File: config.mk
export PLATFORM = sky130hd
export DESIGN_NAME = sched_seq_ctrl_flat
export DESIGN_NICKNAME = d
export VERILOG_FILES = /design/src/rtl/sched_seq_ctrl_if.sv /design/src/rtl/sched_seq_ctrl.sv /design/src/flat_wrapper.sv
export SDC_FILE = /design/constraint.sdc
export NUM_CORES = 1
export LEC_CHECK = 0
export ABC_CLOCK_PERIOD_IN_PS = 8480
export CORE_MARGIN = 1.5
export CORE_UTILIZATION = 45
export DETAILED_ROUTE_END_ITERATION = 8
export HOLD_SLACK_MARGIN = 0.06
export SLEW_MARGIN = 20
export SYNTH_ARGS = -nofsm -noshare
export SYNTH_HDL_FRONTEND = slang
export SYNTH_SLANG_ARGS = --single-unit
File: constraint.sdc
create_clock -name clk -period 8.48 [get_ports clk]
set_input_delay 2.12 -clock clk [delete_from_list [all_inputs] [get_ports clk]]
set_output_delay 2.12 -clock clk [all_outputs]
set_load 0.01 [all_outputs]
File: src/rtl/sched_seq_ctrl_if.sv
// Handshake, configuration and datapath-control bundle of the table-driven sequencer.
// The master side issues run and configuration requests. The slave side is the sequencer.
interface sched_seq_ctrl_if #(
    parameter int N_FU    = 4,
    parameter int SEL_W   = 4,
    parameter int OP_W    = 2,
    parameter int N_REGS  = 16,
    parameter int N_STEPS = 16,
    parameter int WAIT_W  = 2,
    parameter int ITER_W  = 8
) ();
    localparam int IDX_W = $clog2(N_STEPS);
    localparam int CW_W  = N_FU * (2 * SEL_W + OP_W) + N_REGS + WAIT_W + 2;

    logic                   start;
    logic [ITER_W-1:0]      iters;
    logic                   hold;
    logic                   abort;
    logic                   cfg_we;
    logic [IDX_W-1:0]       cfg_addr;
    logic [CW_W-1:0]        cfg_data;
    logic                   op_ready;
    logic                   done_next;
    logic                   result_en;
    logic [N_FU*SEL_W-1:0]  fu_sel1;
    logic [N_FU*SEL_W-1:0]  fu_sel2;
    logic [N_FU*OP_W-1:0]   fu_op;
    logic [N_REGS-1:0]      reg_en;
    logic [IDX_W-1:0]       step_idx;

    modport master (
        output start, iters, hold, abort, cfg_we, cfg_addr, cfg_data,
        input  op_ready, done_next, result_en, fu_sel1, fu_sel2, fu_op, reg_en, step_idx
    );

    modport slave (
        input  start, iters, hold, abort, cfg_we, cfg_addr, cfg_data,
        output op_ready, done_next, result_en, fu_sel1, fu_sel2, fu_op, reg_en, step_idx
    );
endinterface

File: src/rtl/sched_seq_ctrl.sv
// Table-driven datapath sequencer. It steps through a programmable control-word table, and each step can last several cycles.
// It supports stall, abort and N-fold repetition of the schedule. The outputs decode directly from the state and the table.
module sched_seq_ctrl #(
    parameter int N_FU    = 4,
    parameter int SEL_W   = 4,
    parameter int OP_W    = 2,
    parameter int N_REGS  = 16,
    parameter int N_STEPS = 16,
    parameter int WAIT_W  = 2,
    parameter int ITER_W  = 8
) (
    input  logic             clk,
    input  logic             rst,
    sched_seq_ctrl_if.slave  bus
);
    localparam int IDX_W    = $clog2(N_STEPS);
    localparam int CW_W     = N_FU * (2 * SEL_W + OP_W) + N_REGS + WAIT_W + 2;
    localparam int SEL1_LSB = 0;
    localparam int SEL2_LSB = N_FU * SEL_W;
    localparam int OP_LSB   = 2 * N_FU * SEL_W;
    localparam int REG_LSB  = OP_LSB + N_FU * OP_W;
    localparam int RES_BIT  = REG_LSB + N_REGS;
    localparam int WAIT_LSB = RES_BIT + 1;
    localparam int LAST_BIT = WAIT_LSB + WAIT_W;

    localparam logic [1:0] ST_IDLE = 2'd0;
    localparam logic [1:0] ST_RUN  = 2'd1;
    localparam logic [1:0] ST_DONE = 2'd2;

    localparam logic [ITER_W-1:0] ITER_ONE  = ITER_W'(1);
    localparam logic [IDX_W-1:0]  STEP_LAST = IDX_W'(N_STEPS - 1);

    logic [CW_W-1:0]   table_r [N_STEPS];
    logic [1:0]        state_r;
    logic [IDX_W-1:0]  step_r;
    logic [ITER_W-1:0] iter_left_r;
    logic [WAIT_W-1:0] wait_cnt_r;

    logic [IDX_W-1:0]  step_nx_s;
    logic [WAIT_W-1:0] start_wait_s;
    logic [WAIT_W-1:0] next_wait_s;
    logic [WAIT_W-1:0] wrap_wait_s;
    logic              commit_s;
    logic              end_pass_s;

    // Control-word table: configurable only while idle, never cleared by reset
    always_ff @(posedge clk) begin
        if (state_r == ST_IDLE && bus.cfg_we) begin
            table_r[bus.cfg_addr] <= bus.cfg_data;
        end
    end

    // Step bookkeeping: commit qualification, pass end, and the wait field of the following word
    always_comb begin
        step_nx_s   = step_r + 1'b1;
        next_wait_s = table_r[step_nx_s][WAIT_LSB +: WAIT_W];
        wrap_wait_s = table_r[0][WAIT_LSB +: WAIT_W];
        commit_s    = (state_r == ST_RUN) && (wait_cnt_r == {WAIT_W{1'b0}})
                      && !bus.hold && !bus.abort;
        end_pass_s  = table_r[step_r][LAST_BIT] || (step_r == STEP_LAST);
        // A same-cycle write to word 0 must be seen by the run it starts
        if (bus.cfg_we && bus.cfg_addr == {IDX_W{1'b0}}) begin
            start_wait_s = bus.cfg_data[WAIT_LSB +: WAIT_W];
        end else begin
            start_wait_s = table_r[0][WAIT_LSB +: WAIT_W];
        end
    end

    // Sequencer state: IDLE -> RUN (steps, waits, passes) -> DONE -> IDLE
    always_ff @(posedge clk) begin
        if (rst) begin
            state_r     <= ST_IDLE;
            step_r      <= {IDX_W{1'b0}};
            iter_left_r <= {ITER_W{1'b0}};
            wait_cnt_r  <= {WAIT_W{1'b0}};
        end else begin
            case (state_r)
                ST_IDLE: begin
                    if (bus.start) begin
                        state_r     <= ST_RUN;
                        step_r      <= {IDX_W{1'b0}};
                        iter_left_r <= (bus.iters == {ITER_W{1'b0}}) ? ITER_ONE : bus.iters;
                        wait_cnt_r  <= start_wait_s;
                    end
                end
                ST_RUN: begin
                    if (bus.abort) begin
                        state_r     <= ST_IDLE;
                        step_r      <= {IDX_W{1'b0}};
                        iter_left_r <= {ITER_W{1'b0}};
                        wait_cnt_r  <= {WAIT_W{1'b0}};
                    end else if (bus.hold) begin
                        state_r <= ST_RUN;
                    end else if (wait_cnt_r != {WAIT_W{1'b0}}) begin
                        wait_cnt_r <= wait_cnt_r - 1'b1;
                    end else if (end_pass_s) begin
                        step_r <= {IDX_W{1'b0}};
                        if (iter_left_r == ITER_ONE) begin
                            state_r     <= ST_DONE;
                            iter_left_r <= {ITER_W{1'b0}};
                            wait_cnt_r  <= {WAIT_W{1'b0}};
                        end else begin
                            iter_left_r <= iter_left_r - 1'b1;
                            wait_cnt_r  <= wrap_wait_s;
                        end
                    end else begin
                        step_r     <= step_nx_s;
                        wait_cnt_r <= next_wait_s;
                    end
                end
                ST_DONE: begin
                    state_r <= ST_IDLE;
                end
                default: begin
                    state_r     <= ST_IDLE;
                    step_r      <= {IDX_W{1'b0}};
                    iter_left_r <= {ITER_W{1'b0}};
                    wait_cnt_r  <= {WAIT_W{1'b0}};
                end
            endcase
        end
    end

    // Output decode: mux and opcode fields follow the current word, enables fire only on commit
    always_comb begin
        bus.op_ready  = 1'b0;
        bus.done_next = 1'b0;
        bus.result_en = 1'b0;
        bus.fu_sel1   = {(N_FU*SEL_W){1'b0}};
        bus.fu_sel2   = {(N_FU*SEL_W){1'b0}};
        bus.fu_op     = {(N_FU*OP_W){1'b0}};
        bus.reg_en    = {N_REGS{1'b0}};
        bus.step_idx  = step_r;
        case (state_r)
            ST_IDLE: begin
                bus.op_ready = 1'b1;
            end
            ST_RUN: begin
                bus.fu_sel1 = table_r[step_r][SEL1_LSB +: N_FU*SEL_W];
                bus.fu_sel2 = table_r[step_r][SEL2_LSB +: N_FU*SEL_W];
                bus.fu_op   = table_r[step_r][OP_LSB +: N_FU*OP_W];
                if (commit_s) begin
                    bus.reg_en    = table_r[step_r][REG_LSB +: N_REGS];
                    bus.result_en = table_r[step_r][RES_BIT];
                end else begin
                    bus.reg_en    = {N_REGS{1'b0}};
                    bus.result_en = 1'b0;
                end
            end
            ST_DONE: begin
                bus.done_next = !bus.abort;
            end
            default: begin
                bus.op_ready = 1'b0;
            end
        endcase
    end
endmodule

File: src/flat_wrapper.sv
// flat-port wrapper written by rule: the top's interface ports become plain ports
module sched_seq_ctrl_flat 
#(
    parameter int N_FU    = 4,
    parameter int SEL_W   = 4,
    parameter int OP_W    = 2,
    parameter int N_REGS  = 16,
    parameter int N_STEPS = 16,
    parameter int WAIT_W  = 2,
    parameter int ITER_W  = 8
)
  (clk, rst, bus_start, bus_iters, bus_hold, bus_abort, bus_cfg_we, bus_cfg_addr, bus_cfg_data, bus_op_ready, bus_done_next, bus_result_en, bus_fu_sel1, bus_fu_sel2, bus_fu_op, bus_reg_en, bus_step_idx);
  sched_seq_ctrl_if #(.N_FU(N_FU), .SEL_W(SEL_W), .OP_W(OP_W), .N_REGS(N_REGS), .N_STEPS(N_STEPS), .WAIT_W(WAIT_W), .ITER_W(ITER_W)) bus_i ();
  input  logic clk;
  input  logic rst;
  input wire logic [$bits(bus_i.start)-1:0] bus_start;
  input wire logic [$bits(bus_i.iters)-1:0] bus_iters;
  input wire logic [$bits(bus_i.hold)-1:0] bus_hold;
  input wire logic [$bits(bus_i.abort)-1:0] bus_abort;
  input wire logic [$bits(bus_i.cfg_we)-1:0] bus_cfg_we;
  input wire logic [$bits(bus_i.cfg_addr)-1:0] bus_cfg_addr;
  input wire logic [$bits(bus_i.cfg_data)-1:0] bus_cfg_data;
  output wire logic [$bits(bus_i.op_ready)-1:0] bus_op_ready;
  output wire logic [$bits(bus_i.done_next)-1:0] bus_done_next;
  output wire logic [$bits(bus_i.result_en)-1:0] bus_result_en;
  output wire logic [$bits(bus_i.fu_sel1)-1:0] bus_fu_sel1;
  output wire logic [$bits(bus_i.fu_sel2)-1:0] bus_fu_sel2;
  output wire logic [$bits(bus_i.fu_op)-1:0] bus_fu_op;
  output wire logic [$bits(bus_i.reg_en)-1:0] bus_reg_en;
  output wire logic [$bits(bus_i.step_idx)-1:0] bus_step_idx;
  assign bus_i.start = bus_start;
  assign bus_i.iters = bus_iters;
  assign bus_i.hold = bus_hold;
  assign bus_i.abort = bus_abort;
  assign bus_i.cfg_we = bus_cfg_we;
  assign bus_i.cfg_addr = bus_cfg_addr;
  assign bus_i.cfg_data = bus_cfg_data;
  assign bus_op_ready = bus_i.op_ready;
  assign bus_done_next = bus_i.done_next;
  assign bus_result_en = bus_i.result_en;
  assign bus_fu_sel1 = bus_i.fu_sel1;
  assign bus_fu_sel2 = bus_i.fu_sel2;
  assign bus_fu_op = bus_i.fu_op;
  assign bus_reg_en = bus_i.reg_en;
  assign bus_step_idx = bus_i.step_idx;
  sched_seq_ctrl #(.N_FU(N_FU), .SEL_W(SEL_W), .OP_W(OP_W), .N_REGS(N_REGS), .N_STEPS(N_STEPS), .WAIT_W(WAIT_W), .ITER_W(ITER_W)) u_core (.clk(clk), .rst(rst), .bus(bus_i));
endmodule
==> summary.txt <==
Timing
  • Final slew viol count: 0
  • Final Skew: 0.0262 ns
  • Period utilization: 77.6%
  • Actual slew at the worst max-slew pin: 1.08 ns
  • Fmax: 152 MHz
  • Setup TNS: 0 ns
  • Hold Fails Final Rpt: 0
  • RSZ-0062 raised after global routing: false
  • Final min period: 6.58 ns
  • Rel. slew slack: 27.7%
  • Final setup fails: 0

Logic synthesis
  • Register area share after synthesis: 77.3%
  • Yosys cell types: 57
  • Syn Nets: 1706
  • Synth Flop Type: edfxtp_1
  • Synth Register Bits: 980
  • Post-Synthesis Cells: 1625
  • Post-synth EDFFs: 960
  • Synthesized cell area: 37800 µm²
  • Synthesized area per cell: 23.3 µm²
  • Yosys warnings: 0
  • Async S/R FF share, synth: 0%

Worst setup path
  • Startpoint Class: input pin
  • CP Max Fanout: 19
  • R2R setup slack: 4.78 ns
  • Crit path kind: input pin to output port
  • WP data arrival: 4.46 ns
  • Critical path endpoint category: output port
  • CP Data Required Time: 6.36 ns

GRT
  • Number of global-route vias before repair: 18.5k
  • Total track usage: 20.5%
  • Largest net degree at the start of global routing: 86
  • Antenna violations before repair: 4
  • First-pass GRT wire length: 127000 µm
  • Remaining Overflow, GRT: 0

CTS
  • CTS tree: yes
  • Setup Fix Bufs, Post-CTS: 0
  • CTS max path bufs: 3
  • Inserted Clock Buffers: 100
  • CTS sink count: 980
  • CTS Hold Buffers Added: 0
  • Post-CTS Resized: 0
  • # H-tree levels: 3
  • Clk_lat worst skew: 0.64 ns
  • Clk Tree Root Cell: clkbuf_16
  • CTS clk-pin slew, worst paths: 0.06 ns

Floorplan
  • Die X: 293 µm
  • IO Pins: 141
  • Die Y: 293 µm
  • Core footprint: 83400 µm²
  • Die area: 85800 µm²
  • Standard-cell row count: 106
  • Starting Density: 45.3%

Drt
  • 1st-pass router iterations: 5
  • ANT nets after route: 0
  • Vias: 17.6k
  • Drt wl/cell: 28.9 µm
  • DRC viols: 0
  • DRT iter0 DRCs: 1590
  • Vias/cell: 5.91
  • Routed WL: 86300 µm

Status
  • Status: finished clean

Cells and area
  • Final core occ: 52.5%
  • Layout cells sized above 1: 25.6%
  • Most common cell after layout, fill and taps aside: edfxtp_1
  • Ant diodes: 0
  • Fillers: 6301
  • Most frequent cells in the layout: 960 x edfxtp_1, 280 x mux4_2, 140 x clkdlybuf4s50_1
  • # nets final: 1906
  • Area Overhead vs Synth: 15.9%

Job
  • Max Cap Viol: 0

Pwr
  • Power per cell area: 226 nW/µm²
  • VDD IR max: 0.000170 V
  • Total Power: 0.00990 W
  • Leak: 13.1 nW

Place
  • IO buf count: 140
  • Routability congestion estimate: 0.824
  • Post-DP HPWL: 43500 µm

Worst hold path
  • Hold WC Path Type: flip-flop to flip-flop
final cells by class:
cell class | count | area, µm² | share of cell area, %
Tap cell | 1080 | 1350 | 3.08
Inverter | 8 | 30.0 | 0.0685
Clock inverter | 56 | 447 | 1.02
Sequential cell | 980 | 29200 | 66.8
Clock buffer | 125 | 2660 | 6.07
Multi-Input combinational cell | 552 | 8250 | 18.8
Timing Repair Buffer | 183 | 1830 | 4.17
cell families (layout without fill, tap and decap cells):
group,after synthesis,after routing,synth area share (%)
flip-flops,980,980,77.3
XOR/XNOR,4,4,0.0927
adder cells (fa/ha/maj),3,3,0.0993
AND/OR/NAND/NOR,148,148,2.24
AO/OA/AOI/OAI,94,94,1.80
buffers and inverters,93,372,1.17
multiplexers,303,303,17.3
path summary, 6_finish.rpt:
| kind | from | to | cells past startpoint |
|---|---|---|---|
| max | bus_abort | bus_reg_en[12] | 6 |
| min | u_core.iter_left_r[6] | u_core.iter_left_r[6] | 2 |
| max reg2reg | u_core.state_r[0] | u_core.table_r[7][35] | 5 |
| min reg2reg | u_core.iter_left_r[6] | u_core.iter_left_r[6] | 2 |
state kept, by name, indices dropped and copies added, names as in the netlist, named ones only:
register / count
u_core.table_r: 960
u_core.iter_left_r: 8
u_core.bus.step_idx: 4
u_core.state_r: 2
u_core.wait_cnt_r: 2
stage by stage:
step | std cells | area, µm² | hold slack [ns] | worst slack [ns]
after floorplan | 1625 | 37800 | 0.457 | 1.14
after global placement | 2801 | 40600 | 0.472 | 2.08
after detailed placement | 2802 | 40700 | 0.485 | 1.92
after CTS | 2983 | 43800 | 0.493 | 1.88
after global routing | 2984 | 43800 | 0.526 | 1.72
final | 2984 | 43800 | 0.495 | 1.90
layer usage:
layer,vias to the layer above,GRT usage [%],share of wire (%)
met4,8,4.81,1.5
met2,572,33.6,50
li1,7381,-,-
met1,9577,28.8,43
met3,98,3.67,6.3
met5,-,0,0.061
worst max-delay path, cell delays in order:
cell and delay (ns):
clkdlybuf4s50_1 0.47, nor3b_1 0.55, nand3b_1 0.15, buf_4 0.28, a211oi_1 0.28, clkdlybuf4s50_1 0.61
Yosys cell counts, drive strengths merged, types with 2 or more instances:
| cell | count | area [µm²] |
|---|---|---|
| o221ai | 3 | 32.5 |
| xor2 | 2 | 17.5 |
| nand4 | 3 | 18.8 |
| nand3 | 7 | 35.0 |
| a21oi | 11 | 55.1 |
| inv | 8 | 30.0 |
| nor3 | 10 | 50.1 |
| mux4 | 280 | 6310 |
| and3 | 3 | 18.8 |
| a31oi | 2 | 12.5 |
| a22oi | 2 | 15.0 |
| o22ai | 2 | 12.5 |
| nor4 | 3 | 18.8 |
| a211oi | 43 | 323 |
| ha | 3 | 37.5 |
| buf | 52 | 288 |
| o21ai | 13 | 65.1 |
| nor2 | 26 | 97.6 |
| nor2b | 60 | 375 |
| or3b | 3 | 26.3 |
| o31a | 2 | 17.5 |
| mux2i | 22 | 220 |
| xnor2 | 2 | 17.5 |
| a311oi | 2 | 17.5 |
| o31ai | 2 | 20.0 |
| nand2b | 9 | 63.8 |
| nand2 | 11 | 41.3 |
| nor3b | 3 | 22.5 |
| edfxtp | 960 | 28800 |
| dfxtp | 20 | 400 |
| or4 | 2 | 15.0 |
| clkbuf | 33 | 124 |
| o32ai | 3 | 26.3 |
| nor4b | 2 | 17.5 |
report_power, final:
| part | internal [W] | switching [W] |
|---|---|---|
| combinational | 0.000120 | 0.000192 |
| sequential | 0.00538 | 0.0000197 |
| clock | 0.00242 | 0.00177 |
Power figures use the tool's default switching activity.
